===== config.mk =====
export PLATFORM = sky130hd
export DESIGN_NAME = jtframe_rom_arb
export DESIGN_NICKNAME = d
export VERILOG_FILES = /design/src/rtl/jtframe_arb_pkg.sv /design/src/rtl/jtframe_arb_slot.sv /design/src/rtl/jtframe_rom_arb.sv
export SDC_FILE = /design/constraint.sdc
export NUM_CORES = 1
export LEC_CHECK = 0
export CAP_MARGIN = 20
export CORE_MARGIN = 4
export CORE_UTILIZATION = 49
export DETAILED_ROUTE_END_ITERATION = 16
export GPL_ROUTABILITY_DRIVEN = 1
export HOLD_SLACK_MARGIN = 0.05
export PLACE_DENSITY = 0.89
export SYNTH_ARGS = -nofsm -noshare
export SYNTH_HDL_FRONTEND = slang
export SYNTH_SLANG_ARGS = --single-unit

===== constraint.sdc =====
create_clock -name clk_rom -period 4.1 [get_ports clk_rom]
set_input_delay 0.41 -clock clk_rom [delete_from_list [all_inputs] [get_ports clk_rom]]
set_output_delay 0.41 -clock clk_rom [all_outputs]
set_load 0.005 [all_outputs]

===== src/rtl/jtframe_arb_pkg.sv =====
// Shared types and helpers for the jtframe ROM arbiter.
// The JTFRAME_ARB_RR_EN macro (see jtframe_rom_arb) selects round-robin grants.
package jtframe_arb_pkg;

   localparam int AW_DEF    = 22;
   localparam int DW_DEF    = 32;
   localparam int MAX_SLOTS = 8;

   typedef enum logic [1:0] {IDLE, WAIT_ACK, WAIT_RDY} arb_state_t;

   typedef struct packed {
      logic       found;
      logic [2:0] idx;
   } pick_t;

   // First set bit of req[n-1:0], searching upward from start and wrapping.
   function automatic pick_t first_set(input logic [MAX_SLOTS-1:0] req,
                                       input logic [2:0]           start,
                                       input logic [3:0]           n);
      pick_t pick;
      int    j;
      pick = '0;
      for (int k = 0; k < MAX_SLOTS; k++) begin
         j = int'(start) + k;
         if (j >= int'(n)) j = j - int'(n);
         if (k < int'(n)) begin
            if (!pick.found && req[3'(j)]) begin
               pick.found = 1'b1;
               pick.idx   = 3'(j);
            end
         end
      end
      return pick;
   endfunction

endpackage


===== src/rtl/jtframe_arb_slot.sv =====
// One requester's single-word cache: tag, valid, data, hit compare and the
// registered slot_ok flag.
module jtframe_arb_slot
   import jtframe_arb_pkg::*;
#(
   parameter int AW = AW_DEF,
   parameter int DW = DW_DEF
) (
   input  logic          clk_rom,
   input  logic          rst_n,
   input  logic          clr_i,
   input  logic          cs_i,
   input  logic [AW-1:0] addr_i,
   input  logic          inval_i,
   input  logic          fill_i,
   input  logic [AW-1:0] fill_addr_i,
   input  logic [DW-1:0] fill_data_i,
   output logic          hit_o,
   output logic          ok_o,
   output logic [DW-1:0] dout_o
);

   logic [AW-1:0] tag_q;
   logic [DW-1:0] data_q;
   logic          valid_q, valid_d;
   logic          ok_q, ok_d;

   assign hit_o  = valid_q && (tag_q == addr_i);
   assign ok_o   = ok_q;
   assign dout_o = data_q;

   // NOTE: every always_comb output gets a default first so no latch is inferred.
   always_comb begin
      valid_d = valid_q;
      if (inval_i) valid_d = 1'b0;
      if (fill_i)  valid_d = 1'b1;
      if (clr_i)   valid_d = 1'b0;
      ok_d = cs_i && hit_o && !clr_i;
   end

   // NOTE: state registers use non-blocking assignments only.
   always_ff @(posedge clk_rom or negedge rst_n) begin
      if (!rst_n) begin
         tag_q   <= '0;
         data_q  <= '0;
         valid_q <= 1'b0;
         ok_q    <= 1'b0;
      end else begin
         valid_q <= valid_d;
         ok_q    <= ok_d;
         if (fill_i) begin
            tag_q  <= fill_addr_i;
            data_q <= fill_data_i;
         end
      end
   end

endmodule


===== src/rtl/jtframe_rom_arb.sv =====
// Arbitrates SLOTS cached ROM requesters onto one SDRAM read port.
// Define JTFRAME_ARB_RR_EN for round-robin grants; default is fixed priority (slot 0 first).
module jtframe_rom_arb
   import jtframe_arb_pkg::*;
#(
   parameter int SLOTS = 4,
   parameter int AW    = AW_DEF,
   parameter int DW    = DW_DEF
) (
   input  logic                clk_rom,
   input  logic                rst_n,
   input  logic                downloading,
   input  logic                loop_rst,
   input  logic [SLOTS-1:0]    slot_cs,
   input  logic [SLOTS*AW-1:0] slot_addr,
   output logic [SLOTS*DW-1:0] slot_dout,
   output logic [SLOTS-1:0]    slot_ok,
   output logic                sdram_req,
   output logic [AW-1:0]       sdram_addr,
   input  logic                sdram_ack,
   input  logic [DW-1:0]       data_read,
   input  logic                data_rdy
);

   arb_state_t           state_q, state_d;
   logic [2:0]           grant_q, grant_d;
   logic                 req_q, req_d;
   logic [AW-1:0]        addr_q, addr_d;
   logic                 issue, fill, clr;
   logic [SLOTS-1:0]     hit;
   logic [MAX_SLOTS-1:0] pend;
   pick_t                pick;
`ifdef JTFRAME_ARB_RR_EN
   logic [2:0]           rr_q, rr_d;
`endif

   assign clr        = downloading || loop_rst;
   assign sdram_req  = req_q;
   assign sdram_addr = addr_q;

   always_comb begin
      pend = '0;
      pend[SLOTS-1:0] = slot_cs & ~hit;
`ifdef JTFRAME_ARB_RR_EN
      pick = first_set(pend, rr_q, 4'(SLOTS));
      rr_d = rr_q;
`else
      pick = first_set(pend, 3'd0, 4'(SLOTS));
`endif
      state_d = state_q;
      grant_d = grant_q;
      req_d   = req_q;
      addr_d  = addr_q;
      issue   = 1'b0;
      fill    = 1'b0;
      unique case (state_q)
         IDLE: if (pick.found) begin
            state_d = WAIT_ACK;
            grant_d = pick.idx;
            req_d   = 1'b1;
            addr_d  = slot_addr[int'(pick.idx)*AW +: AW];
            issue   = 1'b1;
`ifdef JTFRAME_ARB_RR_EN
            rr_d    = (int'(pick.idx) == SLOTS-1) ? 3'd0 : pick.idx + 3'd1;
`endif
         end
         WAIT_ACK: if (sdram_ack) begin
            req_d = 1'b0;
            // A zero-latency controller may return data with the ack.
            if (data_rdy) begin
               fill    = 1'b1;
               state_d = IDLE;
            end else begin
               state_d = WAIT_RDY;
            end
         end
         WAIT_RDY: if (data_rdy) begin
            fill    = 1'b1;
            state_d = IDLE;
         end
         default: state_d = IDLE;
      endcase
      if (clr) begin
         state_d = IDLE;
         req_d   = 1'b0;
         grant_d = grant_q;
         addr_d  = addr_q;
         issue   = 1'b0;
         fill    = 1'b0;
`ifdef JTFRAME_ARB_RR_EN
         rr_d    = rr_q;
`endif
      end
   end

   always_ff @(posedge clk_rom or negedge rst_n) begin
      if (!rst_n) begin
         state_q <= IDLE;
         grant_q <= '0;
         req_q   <= 1'b0;
         addr_q  <= '0;
`ifdef JTFRAME_ARB_RR_EN
         rr_q    <= '0;
`endif
      end else begin
         state_q <= state_d;
         grant_q <= grant_d;
         req_q   <= req_d;
         addr_q  <= addr_d;
`ifdef JTFRAME_ARB_RR_EN
         rr_q    <= rr_d;
`endif
      end
   end

   for (genvar i = 0; i < SLOTS; i++) begin : g_slot
      jtframe_arb_slot #(.AW(AW), .DW(DW)) u_slot (
         .clk_rom     (clk_rom),
         .rst_n       (rst_n),
         .clr_i       (clr),
         .cs_i        (slot_cs[i]),
         .addr_i      (slot_addr[i*AW +: AW]),
         .inval_i     (issue && (grant_d == 3'(i))),
         .fill_i      (fill && (grant_q == 3'(i))),
         .fill_addr_i (addr_q),
         .fill_data_i (data_read),
         .hit_o       (hit[i]),
         .ok_o        (slot_ok[i]),
         .dout_o      (slot_dout[i*DW +: DW])
      );
   end

endmodule


==> results of run 1 <==
## logic make-up (layout without fill, tap and decap cells)
| kind of cell | after synthesis | after routing |
|---|---|---|
| xor+xnor | 83 | 83 |
| buf+inv | 82 | 388 |
| other cells | 0 | 2 |
| compound gates | 89 | 89 |
| simple gates | 127 | 127 |
| mux | 219 | 219 |
| flops | 252 | 252 |
| fa+ha+maj | 3 | 3 |
## worst max-delay path: stages, from the launching register on
cell	delay, ns
dfrtp_1	0.39
xnor2_1	0.38
nand4_1	0.23
nor4_1	0.49
a31oi_2	0.35
buf_4	0.35
nor4_1	0.47
mux2i_1	0.23
o21ai_0	0.08
## worst paths after layout
| path | from | to | slack [ns] | cells after the start |
|---|---|---|---|---|
| worst max-delay path | g_slot[3].u_slot.tag_q[16] | sdram_req | 0.97 | 8 |
| worst min-delay path | loop_rst | g_slot[3].u_slot.ok_o | 0.46 | 2 |
| worst max register to register | g_slot[3].u_slot.tag_q[16] | sdram_req | 0.97 | 8 |
| worst min register to register | g_slot[2].u_slot.dout_o[1] | g_slot[2].u_slot.dout_o[1] | 0.50 | 1 |
| max in group asynchronous | rst_n | g_slot[2].u_slot.dout_o[18] | 2.40 | 3 |
| min in group asynchronous | rst_n | g_slot[2].u_slot.tag_q[7] | 0.52 | 2 |
## cell usage in the layout, fill, tap and decap left out, types with 3 or more instances in the layout
cell             Yosys  layout
clkbuf_1            28       5
bufinv_16            0       3
nor2_1               6       5
nor2b_1             22      22
nand4_1             12      12
nor3_1               3       3
a221oi_1            23      23
clkbuf_8             0       5
a31o_2               3       3
clkbuf_16            0      29
clkinv_2             0       6
xor2_1              42      42
mux2_2             216     216
clkdlybuf4s50_1      0     283
nand3b_1            23      23
buf_4                5      14
dfrtp_1            252     252
o31ai_1             23      23
buf_12               0       4
a21oi_1             22      22
mux2i_1              3       3
nand3_1              6       6
inv_1               34      34
xnor2_1             41      41
nor4_1              14      14
nand2_1             32      31
ha_1                 3       3
## final cells by class
cell class | instances | area share [%]
sequential | 252 | 40.8
multi-input combinational | 521 | 30.1
timing repair buffer | 303 | 19.7
clock buffer | 39 | 5.26
tap | 285 | 2.31
clock inverter | 12 | 0.931
inverter | 34 | 0.826
antenna | 2 | 0.0324
## flip-flops by register name (all words and copies together) (netlist names)
| name | count |
|---|---|
| g_slot.u_slot.tag_q | 88 |
| sdram_req | 1 |
| state_q | 2 |
| sdram_addr | 22 |
| grant_q | 3 |
| g_slot.u_slot.valid_q | 4 |
| g_slot.u_slot.dout_o | 128 |
| g_slot.u_slot.ok_o | 4 |
## timing repair
action,CTS,global route
hold buffers,1,0
setup endpoints to repair,0,0
buffers inserted,0,0
endpoints found under the hold margin,111,0
## per-layer routing
metal,vias up,GRT usage [%],wire (um)
met2,468,43.5,16200
met3,70,9.55,3930
met4,2,6.53,960
met1,4177,32.8,13000
met5,-,0,13
li1,3604,-,-
## power breakdown
part / switching, uW / total [uW] / leakage [uW] / internal (uW)
combinational: 327 / 728 / 0.00320 / 401
clock: 1020 / 2590 / 0.000470 / 1570
sequential: 140 / 2740 / 0.00347 / 2600
## per-stage QoR
stage	util, %	instance area [sq um]
4_1_cts	68.2	15400
5_1_grt	68.3	15500
3_3_place_gp	64.0	14500
3_5_place_dp	64.0	14500
6_report	68.3	15500
2_1_floorplan	-	11300
==> metrics, run 1 <==
outcome finished, final reports clean; area of the mapped netlist 11300 sq um; endpoint required time on the critical path 4.51 ns; CTS sink cnt 252; buffer depth of the longest clock path 3; share of synthesized area spent on multiplexers 21.8%; power per standard cell area 392 nW/um^2; simple-gate share of the synthesized area 6.47%; placement-stage worst setup slack 0.579 ns; number of flip-flops and latches in the synthesized netlist 252; number of synthesized flops with an enable pin 0; floorplan core area 22600 sq um; buffer type at the clock tree root clkbuf_16; die height 160 um; WL final 34100 um; worst slew slack as a fraction of its limit 41.5%; # resized after CTS 0; residual overflow from global routing 0; number of cells in the design after placement 1394; Placer Congestion 0.897; min cycle time layout 3.13 ns; TritonCTS clock tree built; pin count of the biggest net entering global routing 114; initial antenna violation count 3; share of the synthesized area in the top cell type 55.9%; total iterations of the first detailed-routing run 5; number of warning messages in the yosys log 0; post-route DRC violation count 0; clock-pin slew on the worst setup and hold paths 0.06 ns; total number of nets in the final design 1273; number of buffers inserted during clock tree synthesis 28; Final Hold Viols 0; CTS H-tree depth 1; type of origin of the critical path flop; antenna violation net count after detailed routing 0; Wirelength per Cell 23.5 um; cell types with the largest area share after synthesis dfrtp_1 56%, mux2_2 22%, xor2_1 3.3%; Post-Synthesis Mean Instance Area 13.2 sq um; Design Power 6060 uW; Top FF cell, synth dfrtp_1; fraction of the mapped netlist area in compound gates 5.85%; global-route wire length before repair 53200 um; Worst Tran Pin Value 0.878 ns; post-synth net total 988; width of the die 160 um; maximum clock frequency 320 MHz; ranking of synthesized cells by instance count 252 x dfrtp_1, 216 x mux2_2, 42 x xor2_1; synthesized-area fraction occupied by adder cells 0.333%; number of maximum-capacitance violations 0; starting density of the core 49.9%; Worst Clk Skew 0.0203 ns; number of filler cells placed in the layout 1520; xor-xnor portion of the synthesized cell area 6.44%; Final TNS setup 0 ns; clock insertion delay at the later pin of the skew report 0.54 ns; count of final max-slew check failures 0; combined area of the multi-input logic cells 4660 sq um; RSZ-0062 raised after global routing false; register area 6310 sq um; most frequent cell after synthesis dfrtp_1; final critical-path share of the clock period 76.3%; hpwl dp 23800 um; async set or reset register ratio after synthesis 100%; DIE AREA 25500 sq um; main combinational cell family by area after synthesis multiplexers; largest voltage drop on the vdd net 0.000360 V; final setup violation count 0; count of distinct cell types in the synthesized netlist 47; top fanout value on the critical path 20; count of routing violations after the opening detailed-route iteration 681; proportion of layout cells with a drive suffix above 1 25.3%; Min Hold Slack 0.458 ns; class of the most critical setup path reg -> reg; number of global-route vias before repair 8932; Global Route Usage Sum 26.2%; routed via count divided by cell count 5.75; least setup slack across all paths after layout 0.970 ns; Critical Path Sink Type flop; vias after detailed routing 8321; non-filler cells in the finished layout 1448; Critical Path AT 3.54 ns; worst min path class in -> reg; Site Rows 55; area overhead of the layout relative to synthesis 36.9%; leakage component of the power 0.00714 uW; sequential fraction of the synthesis area 55.9%; quantity of I/O buffers inserted on ports 284; total I/O pin count 285; gate count of the mapped netlist 855; area leader, netlist dfrtp_1
No activity file was read; power rests on OpenSTA's default activity.
==> run 2, diff against run 1 <==
==> constraint.sdc (replaced) <==
create_clock -name clk_rom -period 3.2 [get_ports clk_rom]
set_input_delay 0.32 -clock clk_rom [delete_from_list [all_inputs] [get_ports clk_rom]]
set_output_delay 0.32 -clock clk_rom [all_outputs]
set_load 0.005 [all_outputs]
==> run 2 against run 1 <==
  * Global-route usage up 0.40 points
  * Via count up 0.95%
  * Flip-flop and latch count unchanged
  * Worst setup slack worse by 0.74 ns
  * Non-clock buffer count up 14
  * Routed wire length up 1.0%
==> metrics, run 2 (synthesis gave the netlist of run 1 again) <==
total iterations of the first detailed-routing run 5; residual overflow from global routing 0; worst slew slack as a fraction of its limit 42.7%; Antenna Diode Count 0; starting density of the core 49.9%; number of cells in the design after placement 1408; CTS sink cnt 252; Final TNS setup 0 ns; Worst Clk Skew 0.0150 ns; DIE AREA 25500 sq um; number of buffers inserted during clock tree synthesis 28; Slowest cell on crit path nor4_1; post-route DRC violation count 0; total I/O pin count 285; outcome finished, final reports clean; RSZ-0062 raised after global routing false; count of final max-slew check failures 0; width of the die 160 um; TritonCTS clock tree built; worst r2r dst sdram_req; clock-pin slew on the worst setup and hold paths 0.06 ns; register-to-register path setup slack 0.23 ns; buffer type at the clock tree root clkbuf_16; routed via count divided by cell count 5.77; top fanout value on the critical path 6; flip-flop count of the largest register, all copies and words added 128; maximum clock frequency 337 MHz; cells traversed along the worst timing path xnor2_1 > nand4_1 > nor4_1 > a31oi_2 > buf_4 > nor4_1 > mux2i_1 > o21ai_0; hold path startpoint downloading; hpwl dp 24100 um; biggest cell delay along the critical path 0.51 ns; most common cell after layout, fill and taps aside clkdlybuf4s50_1; total number of nets in the final design 1287; area overhead of the layout relative to synthesis 37.9%; clock insertion delay at the later pin of the skew report 0.54 ns; cell repeated most along the worst path nor4_1; Buffers & Inverters on Critical Path 1; Worst Tran Pin Value 0.860 ns; Wirelength per Cell 23.6 um; worst min path class in -> reg; final setup violation count 0; worst reg2reg path depth 8; proportion of layout cells with a drive suffix above 1 26.1%; worst hold stages 2; initial antenna violation count 0; number of maximum-capacitance violations 0; endpoint required time on the critical path 3.60 ns; Critical Path AT 3.37 ns; CTS H-tree depth 1; critical path's top delay family simple AND/OR/NAND/NOR gates; count of routing violations after the opening detailed-route iteration 698; Global Route Usage Sum 26.6%; worst reg2reg path startpoint g_slot[3].u_slot.tag_q[16]; number of buffers added for setup after CTS 0; antenna violation net count after detailed routing 0; final critical-path share of the clock period 92.8%; power per standard cell area 499 nW/um^2; type of origin of the critical path flop; pin count of the biggest net entering global routing 110; largest voltage drop on the vdd net 0.000422 V; leakage component of the power 0.00722 uW; Placer Congestion 0.848; class of the most critical setup path reg -> reg; min cycle time layout 2.97 ns; global-route wire length before repair 53500 um; most frequent cells in the layout 283 x clkdlybuf4s50_1, 252 x dfrtp_1, 216 x mux2_2; non-filler cells in the finished layout 1457; floorplan core area 22600 sq um; Final Hold Viols 0; die height 160 um; number of global-route vias before repair 9032; Site Rows 55; WL final 34400 um; quantity of I/O buffers inserted on ports 284; buffer depth of the longest clock path 3; vias after detailed routing 8400; Critical Path Sink Type flop; hold path endpoint g_slot[3].u_slot.ok_o; number of filler cells placed in the layout 1516
run 2: routing by layer:
layer / vias to the layer above / track usage (%) / wire, um / share of wire [%]
li1: 3632 / - / - / -
met1: 4251 / 33.5 / 13100 / 38
met2: 440 / 44.7 / 16700 / 48
met3: 77 / 8.10 / 3590 / 10
met4: 0 / 7.51 / 1030 / 3.0
met5: - / 0 / 0 / 0
run 2: repair_timing:
item	4_1_cts	5_1_grt
hold buffers	1	0
gates resized for setup	0	0
hold endpoints to repair	104	0
run 2: worst reg2reg max path, delay by kind of cell, from the launching register on:
| family | cells | cell delay (ns) |
|---|---|---|
| DFF | 1 | 0.39 |
| and+or+nand+nor | 3 | 1.21 |
| xor gates and xnor gates | 1 | 0.42 |
| AOI/OAI and AO/OA | 2 | 0.35 |
| buffers and inverters | 1 | 0.23 |
| muxes | 1 | 0.23 |
run 2: final cells by class:
type | instances | area (sq um) | area share (%)
Tap cell | 285 | 357 | 2.29
Multi-Input combinational cell | 521 | 4660 | 29.9
Sequential cell | 252 | 6310 | 40.5
Clock buffer | 40 | 837 | 5.38
Inverter | 34 | 128 | 0.820
Timing Repair Buffer | 317 | 3160 | 20.3
Clock inverter | 8 | 118 | 0.756
run 2: worst max-delay path by stage:
stage                          startpoint                          to  slack (ns)  cells after the start
6_report       g_slot[3].u_slot.tag_q[16]                   sdram_req        0.23                      8
5_1_grt        g_slot[3].u_slot.tag_q[16]                   sdram_req        0.19                      8
4_1_cts        g_slot[3].u_slot.tag_q[16]                   sdram_req        0.38                      8
3_5_place_dp                slot_addr[13]               sdram_addr[1]       -0.01                      9
3_3_place_gp                slot_addr[20]               sdram_addr[1]        0.02                      9
2_1_floorplan                  state_q[0]  g_slot[0].u_slot.dout_o[0]        1.01                      7
run 2: per-stage QoR:
step / cell area [sq um] / worst slack [ns] / hold slack, ns / utilization [%] / power, uW
final: 15600 / 0.231 / 0.380 / 68.7 / 7770
after detailed placement: 14600 / -0.0115 / 0.448 / 64.5 / 4490
after floorplan: 11300 / 1.01 / 0.0244 / - / 3810
after global routing: 15600 / 0.191 / 0.401 / 68.7 / 8040
after global placement: 14600 / 0.0248 / 0.439 / 64.5 / 4470
after CTS: 15600 / 0.377 / 0.373 / 68.7 / 7810
run 2: power breakdown:
part           internal, uW  switching (uW)  total, uW
Combinational           527             422        949
Sequential             3330             176       3510
Clock                  2040            1270       3310
==> run 3, diff against run 2 <==
--- a/config.mk
+++ b/config.mk
@@ -14,4 +14,5 @@
 export PLACE_DENSITY = 0.89
 export SYNTH_ARGS = -nofsm -noshare
 export SYNTH_HDL_FRONTEND = slang
+export SYNTH_HIERARCHICAL = 1
 export SYNTH_SLANG_ARGS = --single-unit
==> constraint.sdc (replaced) <==
create_clock -name clk_rom -period 2.9 [get_ports clk_rom]
set_input_delay 0.29 -clock clk_rom [delete_from_list [all_inputs] [get_ports clk_rom]]
set_output_delay 0.29 -clock clk_rom [all_outputs]
set_load 0.005 [all_outputs]
==> run 3 against run 2 <==
  * Flip-flop and latch count stayed put
  * Cell count is 0.82% lower
  * Non-clock buffer count is 6 lower
  * Design area is 0.87% lower
  * Critical path depth is 1 higher
  * Synthesized cell count is 1.9% lower
  * Register-to-register slack better by 0.18 ns
==> metrics, run 3 <==
die height 160 um; Wirelength per Cell 23.4 um; vias after detailed routing 8232; initial antenna violation count 1; Final TNS setup 0 ns; Worst Tran Pin Value 0.714 ns; residual overflow from global routing 0; gate count of the mapped netlist 839; total number of nets in the final design 1271; number of filler cells placed in the layout 1528; share of synthesized area spent on multiplexers 22.2%; number of flip-flops and latches in the synthesized netlist 252; Global Route Usage Sum 26.1%; Buffers & Inverters on Critical Path 1; pin count of the biggest net entering global routing 86; DIE AREA 25500 sq um; number of global-route vias before repair 9077; post-synth net total 972; worst min path class in -> async; Slowest cell on crit path nor4_2; fraction of the mapped netlist area in compound gates 6.22%; Post-Synthesis Mean Instance Area 13.4 sq um; buffer type at the clock tree root clkbuf_16; Placer Congestion 0.917; final setup violation count 0; min cycle time layout 2.49 ns; area leader, netlist dfrtp_1; count of routing violations after the opening detailed-route iteration 750; cells traversed along the worst timing path xor2_1 > nor4_2 > nand3_1 > nor3_2 > and2b_4 > o41ai_4 > buf_4 > nand2_1 > o221ai_1; buffer depth of the longest clock path 3; number of synthesized flops with an enable pin 0; CTS sink cnt 252; Top FF cell, synth dfrtp_1; most frequent cell after synthesis dfrtp_1; number of buffers added for setup after CTS 0; outcome finished, final reports clean; sequential fraction of the synthesis area 56.0%; WL final 33800 um; maximum clock frequency 401 MHz; flip-flop count of the largest register, all copies and words added 128; final critical-path share of the clock period 85.9%; simple-gate share of the synthesized area 6.36%; type of origin of the critical path flop; Site Rows 55; clock insertion delay at the later pin of the skew report 0.54 ns; number of buffers inserted during clock tree synthesis 27; critical path's top delay family simple AND/OR/NAND/NOR gates; CTS H-tree depth 1; TritonCTS clock tree built; Critical Path Sink Type flop; class of the most critical setup path reg -> reg; Worst Clk Skew 0.0139 ns; Design Power 8210 uW; area overhead of the layout relative to synthesis 36.9%; power per standard cell area 532 nW/um^2; leakage component of the power 0.00746 uW; Final Hold Viols 0; async set or reset register ratio after synthesis 100%; floorplan core area 22600 sq um; antenna violation net count after detailed routing 0; endpoint required time on the critical path 3.32 ns; routed via count divided by cell count 5.70; largest voltage drop on the vdd net 0.000526 V; Critical Path AT 2.91 ns; number of warning messages in the yosys log 6; starting density of the core 49.8%; ranking of synthesized cells by instance count 252 x dfrtp_1, 196 x mux2_1, 60 x xor2_1; clock-pin slew on the worst setup and hold paths 0.06 ns; worst slew slack as a fraction of its limit 52.4%; biggest cell delay along the critical path 0.47 ns; xor-xnor portion of the synthesized cell area 5.60%; post-route DRC violation count 0; quantity of I/O buffers inserted on ports 284; hpwl dp 23700 um; share of the synthesized area in the top cell type 56.0%; proportion of layout cells with a drive suffix above 1 8.89%; main combinational cell family by area after synthesis multiplexers; count of final max-slew check failures 0; most frequent cells in the layout 283 x clkdlybuf4s50_1, 252 x dfrtp_1, 196 x mux2_1; cell types with the largest area share after synthesis dfrtp_1 56%, mux2_1 20%, xor2_1 4.7%; count of distinct cell types in the synthesized netlist 43; synthesized-area fraction occupied by adder cells 0.333%; RSZ-0062 raised after global routing false; width of the die 160 um; total iterations of the first detailed-routing run 7; number of maximum-capacitance violations 0; global-route wire length before repair 52600 um; area of the mapped netlist 11300 sq um; total I/O pin count 285; top fanout value on the critical path 10; most common cell after layout, fill and taps aside clkdlybuf4s50_1
run 3: path summary, 6_finish.rpt:
| check | from | end | slack [ns] | cells after the start |
|---|---|---|---|---|
| min | rst_n | g_slot[3].u_slot/tag_q[7] | 0.33 | 2 |
| max reg2reg | g_slot[3].u_slot/tag_q[12] | sdram_addr[6] | 0.41 | 9 |
| max in group asynchronous | rst_n | g_slot[1].u_slot/tag_q[4] | 1.65 | 3 |
| min in group clk_rom | data_read[7] | g_slot[1].u_slot/dout_o[7] | 0.44 | 2 |
| max | g_slot[3].u_slot/tag_q[12] | sdram_addr[6] | 0.41 | 9 |
| min reg2reg | g_slot[2].u_slot/dout_o[21] | g_slot[2].u_slot/dout_o[21] | 0.48 | 1 |
run 3: what timing repair did:
action                    4_1_cts  5_1_grt
gates resized for setup         0        0
hold endpoints to repair       81        0
hold buffers                    1        0
run 3: per-layer routing:
layer	global-route usage, %	wire length (um)	part of all wire (%)	vias up
li1	-	-	-	3600
met1	31.8	12600	37	4127
met2	43.1	16100	48	410
met3	9.57	3770	11	93
met4	8.92	1330	3.9	2
met5	0	7	0.021	-
run 3: cells by family after synthesis:
logic type,count (synthesis)
simple gates,121
xor+xnor,72
flops,252
buf+inv,74
mux,223
fa+ha+maj,3
compound gates,94
run 3: final cells by class:
| class | count | area [sq um] | area share, % |
|---|---|---|---|
| Sequential cell | 252 | 6310 | 40.9 |
| Multi-Input combinational cell | 513 | 4610 | 29.9 |
| Timing Repair Buffer | 311 | 3170 | 20.5 |
| Clock buffer | 41 | 788 | 5.11 |
| Tap cell | 285 | 357 | 2.31 |
| Inverter | 33 | 124 | 0.803 |
| Clock inverter | 9 | 77.6 | 0.503 |
| Antenna cell | 1 | 2.50 | 0.0162 |
run 3: stage by stage:
stage                     cells  area (sq um)  util (%)  setup slack (ns)  hold slack [ns]
after global routing       1444         15400      68.1             0.241            0.416
after CTS                  1444         15400      68.1             0.431            0.383
after global placement     1393         14600      64.3             0.145            0.342
after detailed placement   1393         14600      64.3             0.104            0.346
after floorplan             839         11300         -             0.746         -0.00559
final                      1445         15400      68.1             0.409            0.326
run 3: power breakdown:
group | switching (uW) | internal [uW] | leakage [uW] | total, uW
Sequential | 173 | 3670 | 0.00339 | 3850
Clock | 1400 | 1960 | 0.000432 | 3360
Combinational | 455 | 546 | 0.00363 | 1000
Total | 2030 | 6180 | 0.00746 | 8210
run 3: worst reg2reg max path, cell delays in order, from the launching register on:
cell and delay (ns):
dfrtp_1 0.39, xor2_1 0.16, nor4_2 0.47, nand3_1 0.17
nor3_2 0.15, and2b_4 0.24, o41ai_4 0.36, buf_4 0.26
nand2_1 0.09, o221ai_1 0.11
